**src/rtl/tt_sweep_pkg.sv**
```systemverilog
// Shared types and sizes for the tt_sweep truth-table sweeper.
// Optional mismatch reporting is enabled by defining TT_SWEEP_MISMATCH_EN.
package tt_sweep_pkg;

  localparam int N_VEC      = 16;
  localparam int VEC_W      = 4;
  localparam int TBL_W      = 16;
  localparam int CNT_W      = 4;
  localparam int SETTLE_MAX = 15;

  typedef enum logic [1:0] {
    IDLE = 2'd0,
    RUN  = 2'd1,
    DONE = 2'd2
  } state_t;

endpackage

```
**src/rtl/tt_sweep_if.sv**
```systemverilog
// Request/response bundle between a sweep requester and tt_sweep.
// mism_valid/mism_idx exist only when TT_SWEEP_MISMATCH_EN is defined.
interface tt_sweep_if;
  import tt_sweep_pkg::*;

  logic             start;
  logic [TBL_W-1:0] expected;
  logic [VEC_W-1:0] abcd;
  logic             f_in;
  logic             busy;
  logic             done;
  logic [TBL_W-1:0] truth_table;
  logic             match;
`ifdef TT_SWEEP_MISMATCH_EN
  logic             mism_valid;
  logic [VEC_W-1:0] mism_idx;
`endif

  modport master (
    output start, expected, f_in,
`ifdef TT_SWEEP_MISMATCH_EN
    input  mism_valid, mism_idx,
`endif
    input  abcd, busy, done, truth_table, match
  );

  modport slave (
    input  start, expected, f_in,
`ifdef TT_SWEEP_MISMATCH_EN
    output mism_valid, mism_idx,
`endif
    output abcd, busy, done, truth_table, match
  );

endinterface

```
**src/rtl/tt_sweep_prienc.sv**
```systemverilog
// Lowest-set-bit encoder: idx is the position of the lowest 1 in vec, or 0 if vec is all zero.
// Used by tt_sweep only when TT_SWEEP_MISMATCH_EN is defined.
module tt_sweep_prienc
  import tt_sweep_pkg::*;
(
  input  logic [TBL_W-1:0] vec,
  output logic [VEC_W-1:0] idx
);

  always_comb begin
    // NOTE: assign a default before any conditional write so no latch is inferred.
    idx = '0;
    // Scan downwards so the last hit, the lowest set bit, wins.
    for (int k = TBL_W - 1; k >= 0; k--) begin
      if (vec[k]) idx = VEC_W'(k);
    end
  end

endmodule

```
**src/rtl/tt_sweep.sv**
```systemverilog
// Exhaustive 4-input sweeper: drives abcd = 0..15, holds each vector SETTLE cycles,
// captures f_in into truth_table and compares it with the latched expected table.
// Define TT_SWEEP_MISMATCH_EN to add mism_valid/mism_idx.
module tt_sweep
  import tt_sweep_pkg::*;
#(
  parameter int SETTLE = 1  // legal range 1..15
) (
  input  logic        clk,
  input  logic        rst,
  tt_sweep_if.slave   bus
);

  localparam logic [CNT_W-1:0] CNT_LAST = CNT_W'(SETTLE - 1);
  localparam logic [VEC_W-1:0] VEC_LAST = VEC_W'(N_VEC - 1);

  state_t           state;
  logic [CNT_W-1:0] cnt;
  logic [VEC_W-1:0] abcd_q;
  logic [TBL_W-1:0] tbl_q;
  logic [TBL_W-1:0] exp_q;
  logic             valid_q;
  logic             busy_q;
  logic             done_q;
  logic             match_w;

  always_ff @(posedge clk) begin
    if (rst) begin
      state   <= IDLE;
      cnt     <= '0;
      abcd_q  <= '0;
      tbl_q   <= '0;
      exp_q   <= '0;
      valid_q <= 1'b0;
      busy_q  <= 1'b0;
      done_q  <= 1'b0;
    end else begin
      // NOTE: non-blocking assignments throughout, so every branch sees pre-edge values.
      done_q <= 1'b0;
      case (state)
        IDLE: begin
          if (bus.start) begin
            state   <= RUN;
            busy_q  <= 1'b1;
            cnt     <= '0;
            abcd_q  <= '0;
            tbl_q   <= '0;
            valid_q <= 1'b0;
            exp_q   <= bus.expected;
          end
        end
        RUN: begin
          if (cnt == CNT_LAST) begin
            // Settle time elapsed: capture this vector's response and step.
            cnt           <= '0;
            tbl_q[abcd_q] <= bus.f_in;
            if (abcd_q == VEC_LAST) begin
              state   <= DONE;
              valid_q <= 1'b1;
              done_q  <= 1'b1;
            end else begin
              abcd_q <= abcd_q + 1'b1;
            end
          end else begin
            cnt <= cnt + 1'b1;
          end
        end
        DONE: begin
          state  <= IDLE;
          busy_q <= 1'b0;
          abcd_q <= '0;
        end
        default: begin
          state  <= IDLE;
          busy_q <= 1'b0;
          abcd_q <= '0;
        end
      endcase
    end
  end

  // match is purely a function of registered state, so it holds until the next start.
  assign match_w         = valid_q & (tbl_q == exp_q);

  assign bus.abcd        = abcd_q;
  assign bus.busy        = busy_q;
  assign bus.done        = done_q;
  assign bus.truth_table = tbl_q;
  assign bus.match       = match_w;

`ifdef TT_SWEEP_MISMATCH_EN
  logic [VEC_W-1:0] mism_idx_w;

  tt_sweep_prienc u_prienc (
    .vec (tbl_q ^ exp_q),
    .idx (mism_idx_w)
  );

  assign bus.mism_valid = valid_q & ~match_w;
  assign bus.mism_idx   = mism_idx_w;
`endif

endmodule

```
**src/flat_wrapper.sv**
```systemverilog
// flat-port wrapper written by rule: the top's interface ports become plain ports
module tt_sweep_flat import tt_sweep_pkg::*;
#(
  parameter int SETTLE = 1                      
)
  (clk, rst, bus_start, bus_expected, bus_f_in, bus_abcd, bus_busy, bus_done, bus_truth_table, bus_match);
  tt_sweep_if bus_i ();
  input  logic clk;
  input  logic rst;
  input wire logic [$bits(bus_i.start)-1:0] bus_start;
  input wire logic [$bits(bus_i.expected)-1:0] bus_expected;
  input wire logic [$bits(bus_i.f_in)-1:0] bus_f_in;
  output wire logic [$bits(bus_i.abcd)-1:0] bus_abcd;
  output wire logic [$bits(bus_i.busy)-1:0] bus_busy;
  output wire logic [$bits(bus_i.done)-1:0] bus_done;
  output wire logic [$bits(bus_i.truth_table)-1:0] bus_truth_table;
  output wire logic [$bits(bus_i.match)-1:0] bus_match;
  assign bus_i.start = bus_start;
  assign bus_i.expected = bus_expected;
  assign bus_i.f_in = bus_f_in;
  assign bus_abcd = bus_i.abcd;
  assign bus_busy = bus_i.busy;
  assign bus_done = bus_i.done;
  assign bus_truth_table = bus_i.truth_table;
  assign bus_match = bus_i.match;
  tt_sweep #(.SETTLE(SETTLE)) u_core (.clk(clk), .rst(rst), .bus(bus_i));
endmodule
```
**config.mk**
```make
export PLATFORM = sky130hd
export DESIGN_NAME = tt_sweep_flat
export DESIGN_NICKNAME = d
export VERILOG_FILES = /design/src/rtl/tt_sweep_pkg.sv /design/src/rtl/tt_sweep_if.sv /design/src/rtl/tt_sweep_prienc.sv /design/src/rtl/tt_sweep.sv /design/src/flat_wrapper.sv
export SDC_FILE = /design/constraint.sdc
export NUM_CORES = 1
export LEC_CHECK = 0
export BUFFER_PORTS_ARGS = -buffer_cell sky130_fd_sc_hd__buf_4
export CAP_MARGIN = 0
export CORE_MARGIN = 2
export CORE_UTILIZATION = 54
export DETAILED_ROUTE_END_ITERATION = 8
export PLACE_DENSITY = 0.84
export SETUP_SLACK_MARGIN = 0.15
export SYNTH_ARGS = -nofsm -noshare
export SYNTH_HDL_FRONTEND = slang
export SYNTH_SLANG_ARGS = --single-unit
```
**constraint.sdc**
```tcl
create_clock -name clk -period 2.2 [get_ports clk]
set_clock_uncertainty 0.05 [all_clocks]
set_input_delay 0.44 -clock clk [delete_from_list [all_inputs] [get_ports clk]]
set_output_delay 0.44 -clock clk [all_outputs]
set_load 0.02 [all_outputs]
```
==> impl_metrics.toml, run 1 <==
[cells_and_area]
multi_input_area_um2 = 1230
p_r_area_growth_vs_syn_pct = 21.7
ant_diodes = 0
post_route_cells_drive_above_1_share_pct = 19.9
area.sequential_um2 = 903
design.final.nets = 346
layout.filler_cells = 335

[worst_setup_path]
criticalPathCategory = "reg -> out"
reg_to_reg_setup_timing_slack_ns = 0.34
critPathLaunchType = "register"
rr_endpoint = "u_core.bus.abcd[3]"
critical_path.max_fanout = 2
worstReg2RegStart = "u_core.cnt[0]"
cp_data_required_time_ns = 1.71
cp.arrival_ns = 1.57
reg2regPathDepth = 6
worstSetupEndpointType = "primary output"

[yosys]
synthFlopType = "dfxtp_1"
synthDistinctLibCells = 33
synth.area.top_cells = "dfxtp_1, a21oi_1, nand2_1"
async_flop_share_pct = 0
synth.yosys.warnings = 0
synth_sequential_area_ratio_pct = 40.6
avgSynthCellArea_um2 = 7.81
synth_largest_area_cell = "dfxtp_1"
synth-edff-count = 0
netlist_area_before_placement_um2 = 2220
syn_nets = 310
yosysTopAreaCellShare_pct = 40.6
ys_ff_latch = 45
synthesis.instances = 284

[pwr]
overall_power_uw = 1700
p_sw_share_pct = 24.4
vdd.ir_drop.worst_uv = 365
power.switching_uw = 416
cell_int_power_uw = 1290
sequential_power_share_pct = 50.1
part_of_the_total_power_dissipated_in_combinational_logic_pct = 11.5
power-per-cell-area_nw_per_um2 = 632
part_of_the_total_power_dissipated_in_the_clock_network_pct = 38.4
total_leakage_power_uw = 0.00112

[cts]
clock_tree_root_driver_cell = "clkbuf_8"
clock-sinks = 45
cts_max_path_buffers = 2
clk_pin_slew_ns = 0.08
insertion_delay_ns = 0.31
cts_inserted_buffers = 5
htree_levels = 2
clock_tree_from_tritoncts = "yes"

[timing]
achievable-frequency_mhz = 486
timing.hold.ws_ns = 0.328
worst_pin_slew_ns = 0.561
setup_viol_count_final = 0
timing.final.crit_period_ns = 2.06
min_period_over_period_pct = 93.5
final_critical_path_setup_slack_ns = 0.142
grt_setup_unrepaired = "yes"
timing_max_transition_violations_final = 0
report.final.hold_viol_count = 0
timing.slew.headroom_pct = 62.6

[floorplanning]
io_pins = 43
die_width_um = 68.1
core_area_um2 = 3970
floorplan.die.height_um = 68.1
initial_core_util_pct = 55.9
dieArea_um2 = 4640
rows = 23

[global_route]
wire_length_of_the_first_global_routing_pass_um = 8420
grt_start_max_net_pins = 50
via_count_of_the_first_global_routing_pass = 1790
gr-usage-all-layers_pct = 24.3
grt_remaining_overflow = 0
antenna_found_initial = 0

[route]
detail_route.drc_violations = 0
via_count_of_the_routed_design = 2061
drtAntennaViolNets = 0
initial_detailed_routing_violation_count = 236
routedWlPerCell_um = 14.2
post_drt_via_cell_ratio = 5.56
wl_um = 5250
dr.pass1.iters = 4

[hold_path]
worst_hold_endpoint = "u_core.exp_q[11]"
holdPathStages = 3
beginning_of_the_worst_hold_path = "bus_expected[11]"
hold_class = "in -> reg"

[placement]
place.port_buffers = 42
pre_cts_slack_ns = 0.183
detailed_placer_s_ending_hpwl_um = 3640
globalplace.congestion = 0.897

[run_status]
outcome = "finished clean"

[flow_run]
cap_viol_max_count = 0
## cells in the final DEF, fill, tap and decap left out, types with 6 or more instances in the layout
master    synthesis  routed
nand2_1          52      52
o21ai_0          15      15
ha_1              6       6
nand3_1          20      20
nand2b_1          6       6
dfxtp_1          45      43
buf_4             0      49
nor2b_1          18      18
clkbuf_8          0       6
xnor2_1          12      12
a21oi_1          40      40
nor2_1            9       9
## how the worst max path moves through the flow
stage                               startpoint                         end  slack, ns  cells past startpoint
global route                  u_core.exp_q[11]                   bus_match      -0.03                      5
floorplan           u_core.bus.truth_table[11]                   bus_match       0.31                      4
detailed placement               u_core.cnt[0]  u_core.bus.truth_table[11]       0.18                      6
CTS                           u_core.exp_q[11]                   bus_match       0.11                      5
finish                        u_core.exp_q[11]                   bus_match       0.14                      5
global placement                 u_core.cnt[0]   u_core.bus.truth_table[9]       0.21                      6
## registers in the layout, indices dropped and copies added, names as in the netlist
register / cells
u_core.cnt: 4
u_core.bus.done: 1
u_core.state: 2
u_core.bus.truth_table: 16
u_core.exp_q: 16
u_core.bus.abcd: 4
u_core.bus.busy: 1
u_core.valid_q: 1
## timing repair
item,in CTS,in global routing
gates cloned,0,0
setup endpoints to repair,3,1
hold endpoints to repair,0,0
hold buffers,0,0
resized for setup,2,2
pin swaps,3,1
setup buffers,0,0
## through the flow
stage	instance area [um^2]	setup TNS (ns)	std cells	utilization (%)
floorplan	2220	0	284	-
global placement	2570	0	363	64.7
detailed placement	2570	0	363	64.7
CTS	2690	0	371	67.8
global route	2700	-0.0309	371	68.0
finish	2700	0	371	68.0
## cell type report
type | instances | area share, %
repair buffers | 49 | 13.6
flip-flops and latches | 45 | 33.5
well taps | 50 | 2.32
multi-input cells | 214 | 45.6
clock inverters | 1 | 1.11
inverters | 5 | 0.695
clock buffers | 7 | 3.20
## power by group through the flow
stage / Clock, uW / Sequential (uW) / Combinational, uW
floorplan: 0 / 875 / 122
global placement: 0 / 873 / 187
detailed placement: 0 / 874 / 191
CTS: 663 / 854 / 194
global route: 702 / 857 / 217
finish: 654 / 854 / 197
## synthesized netlist by cell type (all sizes together) (4+ instances only)
master	number
nand2	52
dfxtp	45
a21oi	40
nand3	20
nor2b	18
o21ai	16
xnor2	12
buf	11
clkbuf	9
nor2	9
ha	6
nand2b	6
inv	5
nand4	5
nor3	5
xor2	4
## worst max-delay path: stages (launching register included)
cell and delay [ns]:
dfxtp_2 0.33, xor2_1 0.16, nor4_2 0.26, nand4_1 0.16
nor4_2 0.16, buf_4 0.18
## logic make-up after synthesis
logic type	Yosys count	synth area share, %
compound gates	65	16.5
xor+xnor	16	6.32
fa+ha+maj	6	3.38
buf+inv	25	4.68
flops	45	40.6
simple gates	127	28.5
## metal layers
layer  vias up  track usage, %  wire, um
met2        63            38.5      2540
met3         6            6.74       372
li1       1040               -         -
met5         -               0         0
met4         0            6.75        62
met1       952            32.4      2280
Note: power is estimated with default switching activity, not from simulation.
==> run 2, diff against run 1 <==
SETUP_SLACK_MARGIN = not set   (was 0.15)
==> run 2 against run 1 <==
  * The run now ends with negative setup slack left
  * Critical path type unchanged
  * Total power shrank 8.7%
  * Setup slack lost 0.15 ns
  * Hold slack lost 0.0024 ns
  * Largest cell class unchanged
  * Combinational power shrank 2%
  * First-iteration DRC count shrank 43%
  * Sequential share of layout area grew 0.73 points
  * Routed wire length grew 1.8%
  * Cell count shrank 0.81%
  * Die area is the same
  * Critical path depth is the same
  * Sequential cell count is the same
  * Core utilization shrank 1.4 points
==> impl_metrics.toml, run 2 (synthesis results as in run 1) <==
[cts]
insertion_delay_ns = 0.30
clock-sinks = 45
cts_max_path_buffers = 2
postCtsSetupRepairBufs = 0
htree_levels = 2
clock_tree_from_tritoncts = "yes"
clock_tree_root_driver_cell = "clkbuf_8"
clk_pin_slew_ns = 0.09
cts_inserted_buffers = 5

[flow_run]
cap_viol_max_count = 0

[timing]
timing.final.crit_period_ns = 2.21
achievable-frequency_mhz = 452
final_critical_path_setup_slack_ns = -0.0127
timing.slew.headroom_pct = 58.6
report.final.hold_viol_count = 0
min_period_over_period_pct = 101
timing_max_transition_violations_final = 0
setup_viol_count_final = 1
worst_pin_slew_ns = 0.619
grt_setup_unrepaired = "yes"

[placement]
placedCellCount = 360
detailed_placer_s_ending_hpwl_um = 3730
placement.cell_area_um2 = 2540
place.port_buffers = 42
globalplace.congestion = 0.851

[global_route]
grt_remaining_overflow = 0
wire_length_of_the_first_global_routing_pass_um = 8690
antenna_found_initial = 0
gr-usage-all-layers_pct = 25.1
via_count_of_the_first_global_routing_pass = 1809
grt_start_max_net_pins = 50

[floorplanning]
die_width_um = 68.1
rows = 23
core_area_um2 = 3970
dieArea_um2 = 4640
floorplan.die.height_um = 68.1
io_pins = 43
initial_core_util_pct = 55.9

[run_status]
violations = "negative setup slack"
outcome = "finished with violations"

[route]
post_drt_via_cell_ratio = 5.69
drtAntennaViolNets = 0
detail_route.drc_violations = 0
via_count_of_the_routed_design = 2093
routedWlPerCell_um = 14.5
initial_detailed_routing_violation_count = 135
dr.pass1.iters = 5
met2_length_um = 2640
maxUsedRoutingLayer = "met4"
wl_um = 5350
metal_1_wl_um = 2230
route.met3.wl_um = 340

[worst_setup_path]
critPathBufInv = 1
top_cell_family_by_delay_on_the_critical_path = "simple AND/OR/NAND/NOR gates"
stages_on_the_worst_setup_path = 5
worstReg2RegStart = "u_core.cnt[0]"
slowest_delay_ns = 0.34
worstSetupEndpointType = "primary output"
cp_data_required_time_ns = 1.71
critPathLaunchType = "register"
path_cells = "xor2_1, nor4_1, nand4_1, nor4_2, buf_4"
reg_to_reg_setup_timing_slack_ns = 0.34
criticalPathCategory = "reg -> out"
critical_path.endpoint = "bus_match"
reg2regPathDepth = 6
rr_endpoint = "u_core.bus.abcd[3]"
cp.arrival_ns = 1.72
critical_path.max_fanout = 2
worst_setup_path_start = "u_core.exp_q[11]"
critical-path-slowest-cell = "dfxtp_2"

[cells_and_area]
finished_layout_cell_area_um2 = 2640
final_core_util_pct = 66.5
final_cell_mix = "nand2_1, buf_4, dfxtp_1, a21oi_1, nand3_1"
post_route_cells_drive_above_1_share_pct = 18.9
layoutNonFillerInstCount = 368
design.final.nets = 343
layout.cells.most_common = "nand2_1"
p_r_area_growth_vs_syn_pct = 19.1
ant_diodes = 0
layout.filler_cells = 341

[hold_path]
hold_class = "in -> reg"

[pwr]
p_sw_share_pct = 26.8
vdd.ir_drop.worst_uv = 494
cell_int_power_uw = 1140
overall_power_uw = 1560
power.switching_uw = 417
part_of_the_total_power_dissipated_in_the_clock_network_pct = 32.7
part_of_the_total_power_dissipated_in_combinational_logic_pct = 12.4
total_leakage_power_uw = 0.00108
sequential_power_share_pct = 54.9
power-per-cell-area_nw_per_um2 = 589
run 2: cell types whose count changed in the layout (fill, tap and decap cells not counted), sizes merged:
| cell | before | now |
|---|---|---|
| bufinv | 1 | 0 |
| clkinvlp | 0 | 2 |
| clkbuf | 7 | 6 |
| buf | 49 | 46 |
run 2: layout make-up:
class	instances	area (um^2)	area share [%]
clock buffers	6	72.6	2.75
clock inverters	2	15.0	0.568
inverters	5	18.8	0.711
multi-input cells	214	1220	46.3
flip-flops and latches	45	903	34.2
well taps	50	62.6	2.37
repair buffers	46	345	13.1
run 2: worst reg2reg max path, stage by stage, from the launching register on:
cell and delay [ns]:
dfxtp_1 0.41, inv_1 0.06, ha_1 0.20, and4bb_1 0.25, or3_1 0.45, a41oi_2 0.24, a211oi_1 0.07
run 2: metal layers:
| layer | global-route usage (%) | up-vias |
|---|---|---|
| li1 | - | 1030 |
| met1 | 33.7 | 988 |
| met2 | 38.3 | 61 |
| met3 | 5.26 | 14 |
| met4 | 12.0 | 0 |
| met5 | 0 | - |
run 2: how the worst min path moves through the flow:
stage | start | to | cells past startpoint
2_1_floorplan | u_core.exp_q[11] | u_core.exp_q[11] | 2
3_3_place_gp | u_core.exp_q[8] | u_core.exp_q[8] | 2
3_5_place_dp | u_core.exp_q[13] | u_core.exp_q[13] | 2
4_1_cts | bus_expected[14] | u_core.exp_q[14] | 3
5_1_grt | bus_expected[5] | u_core.exp_q[5] | 3
6_report | bus_expected[14] | u_core.exp_q[14] | 3
run 2: through the flow:
step | setup slack [ns] | TNS (ns) | hold slack, ns
6_report | -0.0127 | -0.0127 | 0.326
5_1_grt | -0.0524 | -0.0524 | 0.329
4_1_cts | 0.0609 | 0 | 0.322
3_5_place_dp | 0.169 | 0 | 0.411
3_3_place_gp | 0.232 | 0 | 0.404
2_1_floorplan | 0.105 | 0 | 0.398
run 2: power groups by stage:
stage	registers [uW]	logic [uW]	clock network (uW)
after floorplan	875	120	0
after global placement	873	183	0
after CTS	855	189	520
after global routing	858	212	553
final	855	193	508
after detailed placement	874	187	0
run 2: what timing repair did:
item	4_1_cts	5_1_grt
pin swaps	3	0
hold buffers	0	0
setup endpoints to repair	1	12
gates resized for setup	1	3
==> run 3, diff against run 2 <==
SETUP_SLACK_MARGIN = 0.3   (was not set)
==> run 3 against run 2 <==
  * The run now ends clean
  * Via count fell by 1.3%
  * Cell area grew 2.9%
  * Total power is 9.7% higher
  * Non-clock buffer count up 3
  * Setup slack better by 0.15 ns
  * Sequential cell count unchanged
  * Global-route usage is 0.82 points lower
  * Combinational power rose by 4%
  * Clock power grew 29%
  * Hold slack worse by 0.00064 ns
  * Critical path depth unchanged
  * Critical path type unchanged
  * Largest cell class unchanged
  * Largest power group unchanged
==> impl_metrics.toml, run 3 (synthesis results as in run 1) <==
[pwr]
vdd.ir_drop.worst_uv = 366
cell_int_power_uw = 1290
part_of_the_total_power_dissipated_in_the_clock_network_pct = 38.3
part_of_the_total_power_dissipated_in_combinational_logic_pct = 11.7
sequential_power_share_pct = 50.0
total_leakage_power_uw = 0.00113
p_sw_share_pct = 24.4
power-per-cell-area_nw_per_um2 = 628
power.switching_uw = 417

[timing]
timing.slew.headroom_pct = 65.4
worst_pin_slew_ns = 0.516
grt_setup_unrepaired = "yes"
setup_viol_count_final = 0
min_period_over_period_pct = 93.6
fin_setup_tns_ns = 0
timing.final.crit_period_ns = 2.06
report.final.hold_viol_count = 0
achievable-frequency_mhz = 486
timing_max_transition_violations_final = 0

[route]
via_count_of_the_routed_design = 2066
dr.pass1.iters = 4
routedWlPerCell_um = 14.3
detail_route.drc_violations = 0
post_drt_via_cell_ratio = 5.57
wl_um = 5290
initial_detailed_routing_violation_count = 238
drtAntennaViolNets = 0

[worst_setup_path]
worstSetupEndpointType = "primary output"
cp.arrival_ns = 1.57
path_cells = "xor2_1, nor4_2, nand4_1, nor4_2, buf_4"
cp_data_required_time_ns = 1.71
top_cell_family_by_delay_on_the_critical_path = "simple AND/OR/NAND/NOR gates"
slowest_delay_ns = 0.33
critical-path-slowest-cell = "dfxtp_2"
criticalPathCategory = "reg -> out"
critPathBufInv = 1
worst_path_most_repeated_cell = "nor4_2"
critical_path.max_fanout = 2
critPathLaunchType = "register"

[cells_and_area]
layout.cells.most_common = "nand2_1"
design.final.nets = 346
layout.filler_cells = 336
p_r_area_growth_vs_syn_pct = 22.5
area.sequential_um2 = 905
finished_layout_cell_area_um2 = 2720
ant_diodes = 0
multi_input_area_um2 = 1250
final_cell_mix = "nand2_1, buf_4, dfxtp_1, a21oi_1, nand3_1"
post_route_cells_drive_above_1_share_pct = 20.9

[floorplanning]
rows = 23
dieArea_um2 = 4640
core_area_um2 = 3970
die_width_um = 68.1
floorplan.die.height_um = 68.1
io_pins = 43
initial_core_util_pct = 55.9

[cts]
cts_inserted_buffers = 5
clock_tree_from_tritoncts = "yes"
clock_tree_root_driver_cell = "clkbuf_8"
insertion_delay_ns = 0.30
cts_max_path_buffers = 2
htree_levels = 2
clock-sinks = 45
clk_pin_slew_ns = 0.08
ctsHoldBuffers = 0

[placement]
placement.cell_area_um2 = 2570
place.port_buffers = 42
detailed_placer_s_ending_hpwl_um = 3640
globalplace.congestion = 0.897

[global_route]
via_count_of_the_first_global_routing_pass = 1790
gr-usage-all-layers_pct = 24.3
antenna_found_initial = 0
wire_length_of_the_first_global_routing_pass_um = 8420
grt_start_max_net_pins = 50
grt_remaining_overflow = 0

[hold_path]
hold_class = "in -> reg"

[flow_run]
cap_viol_max_count = 0

[run_status]
outcome = "finished clean"
[run 3: area by class of cell]
class / count / share of cell area [%]
Sequential cell: 45 / 33.3
Multi-Input combinational cell: 214 / 45.9
Clock inverter: 1 / 1.10
Tap cell: 50 / 2.30
Inverter: 5 / 0.691
Clock buffer: 7 / 3.18
Timing Repair Buffer: 49 / 13.5
[run 3: layer usage]
layer	global-route usage (%)	wire length (um)
met1	32.4	2330
met4	6.75	63
met5	0	0
met3	6.74	298
met2	38.5	2600
[run 3: stage by stage]
| stage | hold WS, ns | utilization, % | worst slack [ns] | std cells | total power (uW) |
|---|---|---|---|---|---|
| after floorplan | 0.398 | - | 0.310 | 284 | 997 |
| after global routing | 0.321 | 68.4 | -0.0309 | 371 | 1780 |
| after CTS | 0.320 | 67.8 | 0.109 | 371 | 1710 |
| after detailed placement | 0.410 | 64.7 | 0.183 | 363 | 1060 |
| final | 0.325 | 68.4 | 0.140 | 371 | 1710 |
| after global placement | 0.404 | 64.7 | 0.212 | 363 | 1060 |
[run 3: what timing repair did]
action,in CTS,in global routing
gates cloned,0,0
pin swaps,3,1
setup endpoints to repair,16,19
resized for setup,2,6
buffers inserted,0,0
[run 3: worst reg2reg max path, delay by kind of cell, from the launching register on]
family	cells	cell delay, ns
adders and majority gates	1	0.19
buffers and inverters	1	0.06
AOI/OAI and AO/OA	2	0.27
and+or+nand+nor	2	0.67
DFF	1	0.39
[run 3: path summary, 6_finish.rpt]
path,from,end,slack (ns),cells past startpoint
setup / recovery,u_core.exp_q[11],bus_match,0.14,5
hold / removal,bus_expected[11],u_core.exp_q[11],0.33,3
setup reg to reg,u_core.cnt[1],u_core.bus.abcd[3],0.44,6
hold reg to reg,u_core.exp_q[7],u_core.exp_q[7],0.42,2
[run 3: power by group through the flow]
stage	registers, uW	logic, uW	clock network, uW
3_5_place_dp	874	191	0
6_report	854	200	654
4_1_cts	854	194	663
3_3_place_gp	873	187	0
5_1_grt	857	220	702
2_1_floorplan	875	122	0
